## config.mk

```make
export PLATFORM = sky130hd
export DESIGN_NAME = shift_seq
export DESIGN_NICKNAME = d
export VERILOG_FILES = /design/src/rtl/alu_pkg.sv /design/src/rtl/mux2to1.sv /design/src/rtl/shift_step.sv /design/src/rtl/shift_seq.sv
export SDC_FILE = /design/constraint.sdc
export NUM_CORES = 1
export LEC_CHECK = 0
export CAP_MARGIN = 5
export CORE_MARGIN = 4
export CORE_UTILIZATION = 35
export DETAILED_ROUTE_END_ITERATION = 6
export PLACE_DENSITY = 0.73
export SLEW_MARGIN = 40
export SYNTH_ARGS = -nofsm -noshare
export SYNTH_HDL_FRONTEND = slang
export SYNTH_HIERARCHICAL = 1
export SYNTH_SLANG_ARGS = --single-unit
```

## constraint.sdc

```tcl
create_clock -name clk -period 4.8 [get_ports clk]
set_input_delay 0.96 -clock clk [delete_from_list [all_inputs] [get_ports clk]]
set_output_delay 0.96 -clock clk [all_outputs]
set_load 0.03 [all_outputs]
```

## src/rtl/alu_pkg.sv

```systemverilog
// Shared ALU definitions: shift operation encodings, shifter FSM states and
// default datapath sizes.
package alu_pkg;

    localparam int WIDTH_DEF   = 32;
    localparam int SHAMT_W_DEF = 5;

    // Shift operation encodings as presented by the ALU control path.
    // op[1] set means the fill bit comes from the MSB (SRA, ROL).
    typedef enum logic [1:0] {
        SH_SLA = 2'b00,
        SH_SRL = 2'b01,
        SH_SRA = 2'b10,
        SH_ROL = 2'b11
    } shift_op_e;

    // Sequential shifter control states.
    typedef enum logic [1:0] {
        S_IDLE  = 2'b00,
        S_SHIFT = 2'b01,
        S_DONE  = 2'b10
    } state_e;

    // Left-moving operations (SLA, ROL) have op bits that are equal.
    function automatic logic is_left(input shift_op_e op);
        return ~(op[1] ^ op[0]);
    endfunction

endpackage

```

## src/rtl/mux2to1.sv

```systemverilog
// Library 2:1 mux cell: y = sel ? b : a.
module mux2to1 (
    input  logic a,
    input  logic b,
    input  logic sel,
    output logic y
);

    // Single-bit select.
    always_comb begin
        y = sel ? b : a;
    end

endmodule

```

## src/rtl/shift_step.sv

```systemverilog
// One single-bit shift stage built from mux2to1 cells: one cell per output
// bit picks the left or right neighbour, one cell picks the fill bit, and
// one cell picks the outgoing bit.
module shift_step
    import alu_pkg::*;
#(
    parameter int WIDTH = WIDTH_DEF
) (
    input  logic [WIDTH-1:0] acc,
    input  shift_op_e        op_r,
    output logic [WIDTH-1:0] acc_next,
    output logic             bit_out
);

    logic left;
    logic fill;

    assign left = is_left(op_r);

    // Fill is the MSB for SRA (sign) and ROL (wrap-around), zero otherwise.
    mux2to1 u_fill (
        .a   (1'b0),
        .b   (acc[WIDTH-1]),
        .sel (op_r[1]),
        .y   (fill)
    );

    // Outgoing bit: MSB when moving left, LSB when moving right.
    mux2to1 u_out (
        .a   (acc[0]),
        .b   (acc[WIDTH-1]),
        .sel (left),
        .y   (bit_out)
    );

    genvar i;
    generate
        for (i = 0; i < WIDTH; i++) begin : g_bit
            logic from_right;
            logic from_left;

            if (i == 0) begin : g_lsb
                assign from_left = fill;
            end else begin : g_lmid
                assign from_left = acc[i-1];
            end

            if (i == WIDTH - 1) begin : g_msb
                assign from_right = fill;
            end else begin : g_rmid
                assign from_right = acc[i+1];
            end

            mux2to1 u_bit (
                .a   (from_right),
                .b   (from_left),
                .sel (left),
                .y   (acc_next[i])
            );
        end
    endgenerate

endmodule

```

## src/rtl/shift_seq.sv

```systemverilog
// Multi-cycle sequential shifter. One single-bit step per clock in SHIFT
// until the sampled amount is used up, then a one-cycle done pulse.
//
// Handshake: start is a request accepted only on a rising edge where the
// block is IDLE (busy=0); there is no queueing and start is ignored while
// busy=1. done is a one-cycle pulse that marks dout/carry valid; dout and
// carry then hold until the next accept.
module shift_seq
    import alu_pkg::*;
#(
    parameter int WIDTH   = WIDTH_DEF,
    parameter int SHAMT_W = SHAMT_W_DEF
) (
    input  logic               clk,
    input  logic               rst,
    input  logic               start,
    input  logic [1:0]         op,
    input  logic [WIDTH-1:0]   din,
    input  logic [SHAMT_W-1:0] shamt,
    output logic               busy,
    output logic               done,
    output logic [WIDTH-1:0]   dout,
    output logic               carry,
    output state_e             state
);

    logic [WIDTH-1:0]   acc;
    logic [SHAMT_W-1:0] cnt;
    shift_op_e          op_r;
    logic [WIDTH-1:0]   step_acc;
    logic               step_bit;

    shift_step #(.WIDTH(WIDTH)) u_step (
        .acc      (acc),
        .op_r     (op_r),
        .acc_next (step_acc),
        .bit_out  (step_bit)
    );

    assign dout = acc;

    // Control FSM with registered busy/done plus the datapath registers.
    always_ff @(posedge clk) begin
        if (rst) begin
            state <= S_IDLE;
            acc   <= '0;
            cnt   <= '0;
            op_r  <= SH_SLA;
            carry <= 1'b0;
            busy  <= 1'b0;
            done  <= 1'b0;
        end else begin
            case (state)
                S_IDLE: begin
                    done <= 1'b0;
                    if (start) begin
                        acc   <= din;
                        cnt   <= shamt;
                        op_r  <= shift_op_e'(op);
                        carry <= 1'b0;
                        busy  <= 1'b1;
                        state <= S_SHIFT;
                    end
                end
                S_SHIFT: begin
                    if (cnt != '0) begin
                        acc   <= step_acc;
                        carry <= step_bit;
                        cnt   <= cnt - 1'b1;
                    end else begin
                        done  <= 1'b1;
                        state <= S_DONE;
                    end
                end
                S_DONE: begin
                    done  <= 1'b0;
                    busy  <= 1'b0;
                    state <= S_IDLE;
                end
                default: begin
                    done  <= 1'b0;
                    busy  <= 1'b0;
                    state <= S_IDLE;
                end
            endcase
        end
    end

endmodule

```

==> reports/metrics.cfg <==
[outcome]
status = complete, no violations

[floorplan]
fp.dieW_um = 95.8
fp.dieArea_um2 = 9180
die_h_um = 95.8
start_util_pct = 36.6
coreArea_um2 = 7370
rows = 31
io_pins = 79

[logic_synthesis]
ys.flop_type = dfxtp_1
ys_top_cells_by_area = dfxtp_1 (33%), mux2_4 (19%), a311oi_2 (18%), nand2_1 (9.6%), nor2_1 (5.7%)
synth_fp_nets = 325
synth_top_area_cell = dfxtp_1
async_flop_share_pct = 0
mappedNetlistArea_um2 = 2700
seq_area_frac_synth_pct = 32.6
yosysUniqueCellTypes = 30
netlist_instances = 282
yosys_warnings = 6
yosysMostFrequentCell = nand2_1
synth_top_area_share_pct = 32.6
synth_commonest_cells = nand2_1 (69), dfxtp_1 (44), nor2_1 (41)
avgSynthCellArea_um2 = 9.57
ys_ff_latch = 44
synth_edf_count = 0

[critical_path]
r2r_start = state[1]
reg2reg_depth = 4
crit_family = buffers and inverters
crit_path_max_fanout = 10
worstReg2RegEnd = dout[8]
crit_buf_inv = 1
reg2reg_slack_ps = 2760
end_kind = output pin
crit_path_top_delay_cell = clkdlybuf4s50_1
cp_cell_sequence = clkdlybuf4s50_1
cp.arrival_ps = 1610
startpoint_type = flip-flop
path_class = flip-flop to output pin
cp.required_ps = 3840
slowest_delay_ps = 750

[finish]
syn2layout_area_growth_pct = 33.8
antenna_cells = 0
final_cells = 450
n_fill_cell = 715
nets = 393
drive_gt1_share_pct = 24.5

[timing]
worst_pin_slew_ps = 670
max_freq_ghz = 0.389
finalClockSkew_ps = 15.6
setup_viol = 0
finalSetupTns_ps = 0
period_needed_ps = 2570
finalHoldViolCount = 0
period_share_pct = 53.6
slew_headroom_pct = 55.3
rsz0062_at_grt = false
finalMaxSlewViolations = 0

[drt]
finalWirelength_um = 6560
via_per_inst = 5.02
antenna_left = 0
routedWlPerCell_um = 14.6
drt_iter0_drc = 70
vias = 2259
drc = 0
firstDrtPassIters = 4

[power_and_ir_drop]
pwr-share-comb_pct = 48.0
switching_power_mw = 0.569
p_sw_share_pct = 39.6
peakVddDrop_mv = 0.221
cellLeakagePower_nw = 1.42
p_seq_share_pct = 35.1
internal_power_mw = 0.870
p_clk_share_pct = 17.0
total_power_mw = 1.44
power_density_nw_per_um2 = 398

[flow_run]
cap_viol_max_count = 0

[clock_tree]
cts_made_buffers = 5
ctsLongestPathBuffers = 2
htree_num_levels = 2
hold_buffers = 0
cts_sinks = 44
cts_resized = 0
path_clk_slew_ps = 100
clock_tree.root_cell = clkbuf_8
post_cts_buffers = 0
clk_latency_ps = 300
cts_tree = done

[placed_design]
dp_hpwl_um = 4500
dp.cells = 442
port_buffers = 78
gp_congestion = 0.743

[global_routing]
grtUsageTotal_pct = 14.7
grt_pass1_wl_um = 10700
grt_overflow_total = 0
grt_pass1_vias = 2243
grt_max_degree = 45
grt_antenna_before_repair = 0

[min_path]
worstHoldStart = carry
hold_depth = 2
hold_path_end = carry
hp-class = flip-flop to flip-flop

==> area by class of cell <==
class,count,area (um2),area share (%)
multi-input cells,211,1680,46.5
flip-flops and latches,44,881,24.4
repair buffers,83,816,22.6
well taps,99,124,3.43
clock buffers,5,68.8,1.90
clock inverters,3,25.0,0.693
inverters,5,18.8,0.519
==> cell usage in the layout (no fill, tap or decap), types with 3 or more instances in the layout <==
cell type        instances
nor2_1                  41
mux2_4                  34
nand2_1                 69
nor3b_1                  3
a311oi_2                32
o21ai_0                  3
dfxtp_1                 44
clkdlybuf4s50_1         77
nor3_1                   3
a21oi_1                  8
clkbuf_8                 5
buf_4                    6
inv_1                    5
==> per-layer routing <==
metal  share of wire (%)  vias up  track usage (%)
met4                0.93        0             3.55
met1                  47     1055             19.2
met5                   0        -                0
met2                  46       69             23.7
met3                 7.0        8             4.22
li1                    -     1127                -
==> worst min-delay path, cell delays in order, from the launching register on <==
cell	delay [ps]
dfxtp_1	350
nand2_1	60
a21oi_1	50
==> worst max-delay path by stage <==
stage,start,end,depth (start not counted)
floorplan,op_r[1],dout[10],4
global placement,start,cnt[0],6
detailed placement,start,cnt[0],6
CTS,state[1],state[1],1
global route,state[1],state[1],1
finish,state[1],state[1],1
==> kinds of logic (layout without fill, tap and decap cells) <==
family | after synthesis | in the layout | share of synthesized area, %
AND/OR/NAND/NOR | 121 | 121 | 18.4
flip-flops | 44 | 44 | 32.6
buffers and inverters | 27 | 96 | 5.51
adder cells (fa/ha/maj) | 1 | 1 | 0.463
XOR/XNOR | 1 | 1 | 0.324
AO/OA/AOI/OAI | 50 | 50 | 22.4
other | 1 | 1 | 0.139
multiplexers | 37 | 37 | 20.1
==> power groups by stage <==
stage	clock, mW	sequential [mW]	combinational, mW
after detailed placement	0	0.514	0.695
after global placement	0	0.511	0.683
final	0.244	0.505	0.690
after floorplan	0	0.598	0.424
after global routing	0.270	0.517	0.746
after CTS	0.257	0.506	0.698
==> through the flow <==
| stage | instance area (um2) | hold WS [ps] | worst slack, ps | util (%) |
|---|---|---|---|---|
| 2_1_floorplan | 2700 | 482 | 919 | - |
| 3_3_place_gp | 3520 | 467 | 2050 | 47.7 |
| 3_5_place_dp | 3520 | 483 | 1950 | 47.8 |
| 4_1_cts | 3610 | 501 | 2200 | 49.0 |
| 5_1_grt | 3610 | 525 | 2120 | 49.0 |
| 6_report | 3610 | 496 | 2230 | 49.0 |
==> flip-flops by register name, summed over array words and instances (netlist names) <==
register,flops
carry,1
busy,1
cnt,5
done,1
op_r,2
state,2
dout,32
(Power assumes the default switching activity.)
